## config.mk

```make
export PLATFORM = sky130hd
export DESIGN_NAME = mmio_bridge_flat
export DESIGN_NICKNAME = d
export VERILOG_FILES = /design/src/rtl/mmio_bridge_if.sv /design/src/rtl/mmio_bridge.sv /design/src/flat_wrapper.sv
export SDC_FILE = /design/constraint.sdc
export NUM_CORES = 1
export LEC_CHECK = 0
export ABC_AREA = 0
export ABC_CLOCK_PERIOD_IN_PS = 2400
export BUFFER_PORTS_ARGS = -buffer_cell sky130_fd_sc_hd__buf_2
export CELL_PAD_IN_SITES_DETAIL_PLACEMENT = 0
export CELL_PAD_IN_SITES_GLOBAL_PLACEMENT = 2
export CORE_MARGIN = 5
export CORE_UTILIZATION = 21
export CTS_CLUSTER_DIAMETER = 40
export DETAILED_ROUTE_END_ITERATION = 10
export GPL_TIMING_DRIVEN = 0
export PLACE_DENSITY_LB_ADDON = 0.1
export SLEW_MARGIN = 20
export SYNTH_ARGS = -nofsm -noshare
export SYNTH_HDL_FRONTEND = slang
export SYNTH_SLANG_ARGS = --single-unit
```

## constraint.sdc

```tcl
create_clock -name CLK -period 2.4 [get_ports CLK]
set_input_delay 0.48 -clock CLK [delete_from_list [all_inputs] [get_ports CLK]]
set_output_delay 0.48 -clock CLK [all_outputs]
set_load 0.02 [all_outputs]
```

## src/rtl/mmio_bridge_if.sv

```systemverilog
// Signal bundle around mmio_bridge: core request port, memory controller port
// and COMM channel 1. The bridge uses the slave view, its environment the master view.
interface mmio_bridge_if;
    logic [1:0]  c_rw_flag;
    logic [31:0] c_addr;
    logic [31:0] c_write_data;
    logic [3:0]  c_write_mask;
    logic [31:0] c_read_data;
    logic        c_busy;
    logic        c_done;

    logic [1:0]  m_rw_flag;
    logic [31:0] m_addr;
    logic [31:0] m_write_data;
    logic [3:0]  m_write_mask;
    logic [31:0] m_read_data;
    logic        m_busy;
    logic        m_done;

    logic        io_write_flag;
    logic [71:0] io_write_data;
    logic [4:0]  io_write_length;
    logic        io_writable;
    logic        io_read_flag;
    logic [71:0] io_read_data;
    logic [4:0]  io_read_length;
    logic        io_readable;
    logic [7:0]  io_drop_count;

    modport slave (
        input  c_rw_flag, c_addr, c_write_data, c_write_mask,
        output c_read_data, c_busy, c_done,
        output m_rw_flag, m_addr, m_write_data, m_write_mask,
        input  m_read_data, m_busy, m_done,
        output io_write_flag, io_write_data, io_write_length,
        input  io_writable,
        output io_read_flag,
        input  io_read_data, io_read_length, io_readable,
        output io_drop_count
    );

    modport master (
        output c_rw_flag, c_addr, c_write_data, c_write_mask,
        input  c_read_data, c_busy, c_done,
        input  m_rw_flag, m_addr, m_write_data, m_write_mask,
        output m_read_data, m_busy, m_done,
        input  io_write_flag, io_write_data, io_write_length,
        output io_writable,
        input  io_read_flag,
        output io_read_data, io_read_length, io_readable,
        input  io_drop_count
    );
endinterface

```

## src/rtl/mmio_bridge.sv

```systemverilog
// Data-port address decoder: addr[31]==0 goes to the memory controller,
// addr[31]==1 becomes an MMIO message exchange on COMM channel 1.
module mmio_bridge #(
    parameter logic [7:0] IO_OPCODE_W = 8'h57,
    parameter logic [7:0] IO_OPCODE_R = 8'h52
) (
    input  logic         CLK,
    input  logic         RST,
    mmio_bridge_if.slave bus
);
    typedef enum logic [2:0] {
        ST_IDLE,
        ST_MEM_REQ,
        ST_IO_SEND,
        ST_IO_WAIT,
        ST_DONE
    } state_t;

    state_t      r_state;
    state_t      w_state_next;

    logic [31:0] r_addr;
    logic [31:0] r_wdata;
    logic [3:0]  r_mask;
    logic        r_is_write;
    logic [31:0] r_rdata;
    logic [7:0]  r_drop_cnt;

    logic        w_req_valid;
    logic        w_latch_req;
    logic        w_rdata_load;
    logic [31:0] w_rdata_in;
    logic        w_drop_inc;

    logic [1:0]  w_m_rw_flag;
    logic [31:0] w_m_addr;
    logic [31:0] w_m_wdata;
    logic [3:0]  w_m_mask;
    logic        w_io_wflag;
    logic [71:0] w_io_wdata;
    logic [4:0]  w_io_wlen;
    logic        w_io_rflag;
    logic        w_c_done;

    logic [7:0]  w_msg_bytes [0:8];
    logic [71:0] w_msg;

    // Bits the bridge deliberately ignores: controller busy, MMIO address
    // bits [30:16] and reply bytes beyond the 4-byte read result.
    logic        w_unused_ok;
    assign w_unused_ok = &{1'b0, bus.m_busy, bus.c_addr[30:16], bus.io_read_data[71:32]};

    assign w_req_valid = (bus.c_rw_flag == 2'b01) || (bus.c_rw_flag == 2'b10);

    // Outgoing message as a byte list; unused trailing bytes stay zero.
    always_comb begin
        for (int k = 0; k < 9; k++) begin
            w_msg_bytes[k] = 8'h00;
        end
        w_msg_bytes[1] = r_addr[7:0];
        w_msg_bytes[2] = r_addr[15:8];
        if (r_is_write) begin
            w_msg_bytes[0] = IO_OPCODE_W;
            w_msg_bytes[3] = {4'h0, r_mask};
            w_msg_bytes[4] = r_wdata[7:0];
            w_msg_bytes[5] = r_wdata[15:8];
            w_msg_bytes[6] = r_wdata[23:16];
            w_msg_bytes[7] = r_wdata[31:24];
        end else begin
            w_msg_bytes[0] = IO_OPCODE_R;
        end
    end

    genvar gi;
    generate
        for (gi = 0; gi < 9; gi++) begin : g_msg_pack
            assign w_msg[gi*8 +: 8] = w_msg_bytes[gi];
        end
    endgenerate

    always_comb begin
        w_state_next = r_state;
        w_latch_req  = 1'b0;
        w_rdata_load = 1'b0;
        w_rdata_in   = r_rdata;
        w_drop_inc   = 1'b0;
        w_m_rw_flag  = 2'b00;
        w_m_addr     = 32'h0;
        w_m_wdata    = 32'h0;
        w_m_mask     = 4'h0;
        w_io_wflag   = 1'b0;
        w_io_wdata   = 72'h0;
        w_io_wlen    = 5'd0;
        w_io_rflag   = 1'b0;
        w_c_done     = 1'b0;

        unique case (r_state)
            ST_IDLE: begin
                if (w_req_valid) begin
                    w_latch_req  = 1'b1;
                    w_state_next = bus.c_addr[31] ? ST_IO_SEND : ST_MEM_REQ;
                end
            end
            ST_MEM_REQ: begin
                w_m_rw_flag = r_is_write ? 2'b10 : 2'b01;
                w_m_addr    = r_addr;
                w_m_wdata   = r_wdata;
                w_m_mask    = r_mask;
                if (bus.m_done) begin
                    w_rdata_load = !r_is_write;
                    w_rdata_in   = bus.m_read_data;
                    w_state_next = ST_DONE;
                end
            end
            ST_IO_SEND: begin
                w_io_wdata = w_msg;
                w_io_wlen  = r_is_write ? 5'd8 : 5'd3;
                if (bus.io_writable) begin
                    w_io_wflag   = 1'b1;
                    w_state_next = r_is_write ? ST_DONE : ST_IO_WAIT;
                end
            end
            ST_IO_WAIT: begin
                // Every presented reply is consumed; only a 4-byte one completes the read.
                if (bus.io_readable) begin
                    w_io_rflag = 1'b1;
                    if (bus.io_read_length == 5'd4) begin
                        w_rdata_load = 1'b1;
                        w_rdata_in   = bus.io_read_data[31:0];
                        w_state_next = ST_DONE;
                    end else begin
                        w_drop_inc = 1'b1;
                    end
                end
            end
            ST_DONE: begin
                w_c_done     = 1'b1;
                w_state_next = ST_IDLE;
            end
            default: w_state_next = ST_IDLE;
        endcase
    end

    always_ff @(posedge CLK) begin
        if (RST) begin
            r_state    <= ST_IDLE;
            r_addr     <= 32'h0;
            r_wdata    <= 32'h0;
            r_mask     <= 4'h0;
            r_is_write <= 1'b0;
            r_rdata    <= 32'h0;
            r_drop_cnt <= 8'h0;
        end else begin
            r_state <= w_state_next;
            if (w_latch_req) begin
                r_addr     <= bus.c_addr;
                r_wdata    <= bus.c_write_data;
                r_mask     <= bus.c_write_mask;
                r_is_write <= (bus.c_rw_flag == 2'b10);
            end
            if (w_rdata_load) begin
                r_rdata <= w_rdata_in;
            end
            if (w_drop_inc && (r_drop_cnt != 8'hFF)) begin
                r_drop_cnt <= r_drop_cnt + 8'd1;
            end
        end
    end

    assign bus.c_read_data     = r_rdata;
    assign bus.c_busy          = (r_state != ST_IDLE) && (r_state != ST_DONE);
    assign bus.c_done          = w_c_done;
    assign bus.m_rw_flag       = w_m_rw_flag;
    assign bus.m_addr          = w_m_addr;
    assign bus.m_write_data    = w_m_wdata;
    assign bus.m_write_mask    = w_m_mask;
    assign bus.io_write_flag   = w_io_wflag;
    assign bus.io_write_data   = w_io_wdata;
    assign bus.io_write_length = w_io_wlen;
    assign bus.io_read_flag    = w_io_rflag;
    assign bus.io_drop_count   = r_drop_cnt;
endmodule

```

## src/flat_wrapper.sv

```systemverilog
// flat-port wrapper written by rule: the top's interface ports become plain ports
module mmio_bridge_flat 
#(
    parameter logic [7:0] IO_OPCODE_W = 8'h57,
    parameter logic [7:0] IO_OPCODE_R = 8'h52
)
  (CLK, RST, bus_c_rw_flag, bus_c_addr, bus_c_write_data, bus_c_write_mask, bus_c_read_data, bus_c_busy, bus_c_done, bus_m_rw_flag, bus_m_addr, bus_m_write_data, bus_m_write_mask, bus_m_read_data, bus_m_busy, bus_m_done, bus_io_write_flag, bus_io_write_data, bus_io_write_length, bus_io_writable, bus_io_read_flag, bus_io_read_data, bus_io_read_length, bus_io_readable, bus_io_drop_count);
  mmio_bridge_if bus_i ();
  input  logic CLK;
  input  logic RST;
  input wire logic [$bits(bus_i.c_rw_flag)-1:0] bus_c_rw_flag;
  input wire logic [$bits(bus_i.c_addr)-1:0] bus_c_addr;
  input wire logic [$bits(bus_i.c_write_data)-1:0] bus_c_write_data;
  input wire logic [$bits(bus_i.c_write_mask)-1:0] bus_c_write_mask;
  output wire logic [$bits(bus_i.c_read_data)-1:0] bus_c_read_data;
  output wire logic [$bits(bus_i.c_busy)-1:0] bus_c_busy;
  output wire logic [$bits(bus_i.c_done)-1:0] bus_c_done;
  output wire logic [$bits(bus_i.m_rw_flag)-1:0] bus_m_rw_flag;
  output wire logic [$bits(bus_i.m_addr)-1:0] bus_m_addr;
  output wire logic [$bits(bus_i.m_write_data)-1:0] bus_m_write_data;
  output wire logic [$bits(bus_i.m_write_mask)-1:0] bus_m_write_mask;
  input wire logic [$bits(bus_i.m_read_data)-1:0] bus_m_read_data;
  input wire logic [$bits(bus_i.m_busy)-1:0] bus_m_busy;
  input wire logic [$bits(bus_i.m_done)-1:0] bus_m_done;
  output wire logic [$bits(bus_i.io_write_flag)-1:0] bus_io_write_flag;
  output wire logic [$bits(bus_i.io_write_data)-1:0] bus_io_write_data;
  output wire logic [$bits(bus_i.io_write_length)-1:0] bus_io_write_length;
  input wire logic [$bits(bus_i.io_writable)-1:0] bus_io_writable;
  output wire logic [$bits(bus_i.io_read_flag)-1:0] bus_io_read_flag;
  input wire logic [$bits(bus_i.io_read_data)-1:0] bus_io_read_data;
  input wire logic [$bits(bus_i.io_read_length)-1:0] bus_io_read_length;
  input wire logic [$bits(bus_i.io_readable)-1:0] bus_io_readable;
  output wire logic [$bits(bus_i.io_drop_count)-1:0] bus_io_drop_count;
  assign bus_i.c_rw_flag = bus_c_rw_flag;
  assign bus_i.c_addr = bus_c_addr;
  assign bus_i.c_write_data = bus_c_write_data;
  assign bus_i.c_write_mask = bus_c_write_mask;
  assign bus_c_read_data = bus_i.c_read_data;
  assign bus_c_busy = bus_i.c_busy;
  assign bus_c_done = bus_i.c_done;
  assign bus_m_rw_flag = bus_i.m_rw_flag;
  assign bus_m_addr = bus_i.m_addr;
  assign bus_m_write_data = bus_i.m_write_data;
  assign bus_m_write_mask = bus_i.m_write_mask;
  assign bus_i.m_read_data = bus_m_read_data;
  assign bus_i.m_busy = bus_m_busy;
  assign bus_i.m_done = bus_m_done;
  assign bus_io_write_flag = bus_i.io_write_flag;
  assign bus_io_write_data = bus_i.io_write_data;
  assign bus_io_write_length = bus_i.io_write_length;
  assign bus_i.io_writable = bus_io_writable;
  assign bus_io_read_flag = bus_i.io_read_flag;
  assign bus_i.io_read_data = bus_io_read_data;
  assign bus_i.io_read_length = bus_io_read_length;
  assign bus_i.io_readable = bus_io_readable;
  assign bus_io_drop_count = bus_i.io_drop_count;
  mmio_bridge #(.IO_OPCODE_W(IO_OPCODE_W), .IO_OPCODE_R(IO_OPCODE_R)) u_core (.CLK(CLK), .RST(RST), .bus(bus_i));
endmodule
```

* Word-level counts from Yosys, hierarchy flattened
Cells that the tools add are included.
** Word-level totals
- Register bits after elaboration :: 112
- Input bits :: 185
- Output and inout port bits :: 191
- Word-level logic and storage cells :: 67
** Operators by class
- Multiplexer cells :: 36
- Add/sub/neg operators :: 1
- Equality and inequality tests :: 14
- Reductions and logical operators :: 9
** Operators with widths (count)
- 2-to-1 mux 32 bit :: 5
- 2-to-1 mux 64 bit :: 1
- case mux 32 bit (2 select lines) :: 1
- 2-to-1 mux 36 bit :: 1
- 2-to-1 mux 3 bit :: 7
- 2-to-1 mux 1 bit :: 13
- case mux 3 bit (4 select lines) :: 1
- AND reduction 5 bit :: 2
- adder 8 x 1 -> 8 bit, second input constant :: 1
- 2-to-1 mux 4 bit :: 2
- != test 8 bit, second input constant :: 1
- equality test 3 x 2 -> 1 bit, second input constant :: 2
- 2-to-1 mux 2 bit :: 3
- != test 2 bit, second input constant :: 3
- equality test 5 x 3 -> 1 bit, second input constant :: 1
- 2-to-1 mux 5 bit :: 1
- != test 2 x 1 -> 1 bit, second input constant :: 2
- equality test 3 x 1 -> 1 bit, second input constant :: 1
- equality test 3 bit, second input constant :: 1
- logical NOT 3 bit :: 1
- != test 3 bit, second input constant :: 1
- nonzero test 3 bit :: 1
- equality test 2 x 1 -> 1 bit, second input constant :: 1
- equality test 2 bit, second input constant :: 1
- other kinds (5) :: 6

* Depth between registers and ports, before layout
- Depth after elaboration :: 5
- Mapped depth :: 8

* Worst setup path after synthesis
Ideal clock, no wire load.
- Kind :: flip-flop to output port
- From :: reg u_core.r_state[1]
- To :: out bus_io_write_data[15]
- Setup slack :: 0.238 ns
- Arrival time :: 1.682 ns
- Stages on the path, launching flop included :: 5
- Cell sequence :: dfxtp_1 clkbuf_1 nor3b_2 clkbuf_1 and2_1
** On the way
- Word-level cells in the longest chain between the ends :: 2
** Ends and longest elaborated chain
- start, declared :: line mmio_bridge.sv:19 : state_t r_state;
- start signal, assigned :: line mmio_bridge.sv:154 : r_state <= w_state_next;
- equality test 3 x 2 -> 1 bit :: line mmio_bridge.sv:97 : unique case (r_state)
- 2-to-1 mux 64 bit :: line mmio_bridge.sv:97
- end, declared :: line flat_wrapper.sv:26 : output wire logic [$bits(bus_i.io_write_data)-1:0] bus_io_write_data;
No other way between the ends.

* Worst setup path in the final report
Same ends and word-level chain as after synthesis.

==> results_dict.tcl <==
set metrics [dict create \
    fill_cells 2997 \
    final_common_cell "buf_2" \
    hold_depth 3 \
    wl_um 23000 \
    multi_input_area_sq_um 3020 \
    grt_setup_unrepaired "no" \
    grt_overflow 0 \
    gp_congestion 0.718 \
    power_frac_comb_pct 34.5 \
    clock_latency_ns 0.35 \
    drt-initial-drc-count 245 \
    r2r-start "u_core.r_state[0]" \
    wire_per_inst_um 16.6 \
    critPathLaunch "u_core.r_state[1]" \
    seq_power_share_pct 40.2 \
    fmax_mhz 439 \
    tightest_slew_ns 0.810 \
    clock_path_buffers 2 \
    finalMaxSlewViolations 0 \
    ant_nets 0 \
    crit_path_start_kind "register" \
    drv_cap 0 \
    switching_share_pct 37.5 \
    cp_max_fo 12 \
    timing.setup.tns_ns 0 \
    min_period_ns 2.28 \
    ys_async_sr_fraction_pct 0 \
    critPathRequiredTime_ns 1.92 \
    r2r_slack_ns 0.35 \
    cpMostUsedCell "buf_6" \
    syn2layout_area_growth_pct 43.7 \
    start_util_pct 21.1 \
    cellPowerDensity_nw_per_um2 703 \
    io_pins 376 \
    path_cells "clkbuf_8 > nor3b_4 > buf_6 > buf_4 > buf_6 > and2_1 > buf_2" \
    synth_top_area_cell "dfxtp_1" \
    grt_pass1_wl_um 35500 \
    vias_per_cell 4.14 \
    p_leak_nw 4.20 \
    reg2reg_to "u_core.r_wdata[9]" \
    vias 5753 \
    ff2ff_path_depth 7 \
    netlist_area_sq_um 5630 \
    numCtsBuffers 9 \
    avgSynthCellArea_sq_um 8.11 \
    p_sw_mw 2.13 \
    cts_hold_buf 0 \
    antenna_found_initial 6 \
    grt_use_total_pct 14.9 \
    finalCritPeriodShare_pct 94.9 \
    worst_ep_arrival_time_ns 1.80 \
    cpMaxStageDelayCell "dfxtp_4" \
    die_width_um 174 \
    dpl_cell_area_sq_um 7700 \
    die_area_sq_um 30200 \
    die_h_um 174 \
    critPathCapture "bus_io_write_data[15]" \
    dp_hpwl_um 18200 \
    synthCells 694 \
    worstHoldPathType "input port to register" \
    synth_ff_type "dfxtp_1" \
    max_stage_delay_ns 0.38 \
    grt_max_degree 18 \
    skew_ns 0.00924 \
    rows 60 \
    clk_pin_slew_ns 0.08 \
    finalHoldViolCount 0 \
    internal_power_mw 3.55 \
    clock_power_share_pct 25.3 \
    yosysWarnings 0 \
    ys_ff_latch 112 \
    ys_seq_area_share_pct 39.8 \
    setup_viol 0 \
    h-tree-depth 3 \
    cts_sinks 112 \
    most-common-layout-cells "buf_2 (323), nand2_1 (141), dfxtp_1 (109)" \
    cp-end-kind "output port" \
    nets 1227 \
    ff_latch_area_sq_um 2250 \
    drt_pass1_iterations 4 \
    synth_area_leaders "dfxtp_1 (40%), and2_1 (9.7%), nand2_1 (9.4%)" \
    cts_tree "yes" \
    grt_pass1_vias 5991 \
    drc 0 \
    yosys.area.top_type_share_pct 39.8 \
    yosysUniqueCellTypes 39 \
    p_total_mw 5.68 \
    cts-root-buf "clkbuf_16" \
    critPathKind "register to output port" \
    final_cell_area_sq_um 8090 \
    core_sq_um 26700 \
    drive_gt1_share_pct 40.9 \
    port-buffer-count 316 \
    irDropWorstVdd_uv 377 \
    synth-edff-count 0 \
    status "finished, final reports clean" \
    max_slew_margin_pct 46.0 \
]
==> critical path: cells and delay by family (launching register included) <==
kind                   cells  cell delay (ns)
and+or+nand+nor            2             0.32
buffers and inverters      5             0.74
DFF                        1             0.38
==> per-stage QoR <==
stage               instances  util, %  setup WS [ns]  hold slack [ns]
global placement         1367     28.9         -0.538            0.439
global route             1388     30.3        0.00546            0.339
finish                   1388     30.3          0.124            0.356
detailed placement       1367     28.9         -0.571            0.444
floorplan                 710        -          0.238            0.432
CTS                      1387     30.3         0.0154            0.331
==> state kept, by name, indices dropped and copies added, names as in the netlist <==
name                      flops
u_core.r_wdata               32
u_core.r_is_write             1
u_core.bus.io_drop_count      8
u_core.r_addr                32
u_core.r_mask                 4
u_core.bus.c_read_data       32
u_core.r_state                3
==> per-layer routing <==
layer,wire length (um),track usage (%)
met5,48,0
met4,257,3.60
met3,1890,5.78
met2,11200,25.5
met1,9680,17.5
==> area by class of cell <==
type / instances / area share, %
diodes: 2 / 0.0619
well taps: 341 / 5.28
multi-input cells: 512 / 37.4
clock inverters: 4 / 0.387
inverters: 7 / 0.325
plain buffers: 76 / 5.66
repair buffers: 322 / 20.2
clock buffers: 12 / 2.92
flip-flops and latches: 112 / 27.8
==> cell usage after synthesis (all sizes together) (2+ instances only) <==
library cell / number
or4: 2
nand2b: 7
nor3b: 3
and2: 87
ha: 2
or4b: 2
o31ai: 2
inv: 7
or3: 4
a21oi: 76
nand3: 3
o21ai: 4
mux2i: 33
a211oi: 33
and3: 36
nor2: 39
or2: 2
nor2b: 2
buf: 38
nand2: 141
mux2: 3
clkbuf: 41
nor3: 5
nand3b: 2
dfxtp: 112
==> worst min path at each step <==
stage / to / startpoint / slack, ns
after floorplan: u_core.r_addr[16] / u_core.r_addr[16] / 0.43
after global placement: u_core.r_addr[30] / u_core.r_addr[30] / 0.44
after detailed placement: u_core.r_addr[26] / u_core.r_addr[26] / 0.44
after CTS: u_core.r_addr[23] / bus_c_addr[23] / 0.33
after global routing: u_core.r_addr[30] / bus_c_addr[30] / 0.34
final: u_core.r_addr[20] / bus_c_addr[20] / 0.36
==> cells by family (layout without fill, tap and decap cells) <==
group,Yosys count,after routing,share of synthesized area (%)
flops,112,112,39.8
simple gates,338,338,29.9
buf+inv,86,421,8.11
mux,36,36,6.47
fa+ha+maj,2,2,0.445
compound gates,119,119,15.2
other cells,1,19,0.0666
==> what timing repair did <==
item	4_1_cts	5_1_grt
setup buffers	6	0
gates resized for setup	28	12
endpoints found under the setup margin	150	47
pin swaps	1	1
endpoints found under the hold margin	0	0
==> power groups by stage <==
stage	sequential, mW	clock [mW]	combinational, mW
after floorplan	2.37	0	1.15
after global placement	2.32	0	1.95
after detailed placement	2.32	0	1.95
after CTS	2.29	1.53	2.03
after global routing	2.32	1.60	2.20
final	2.28	1.44	1.96
(Power assumes the default switching activity.)
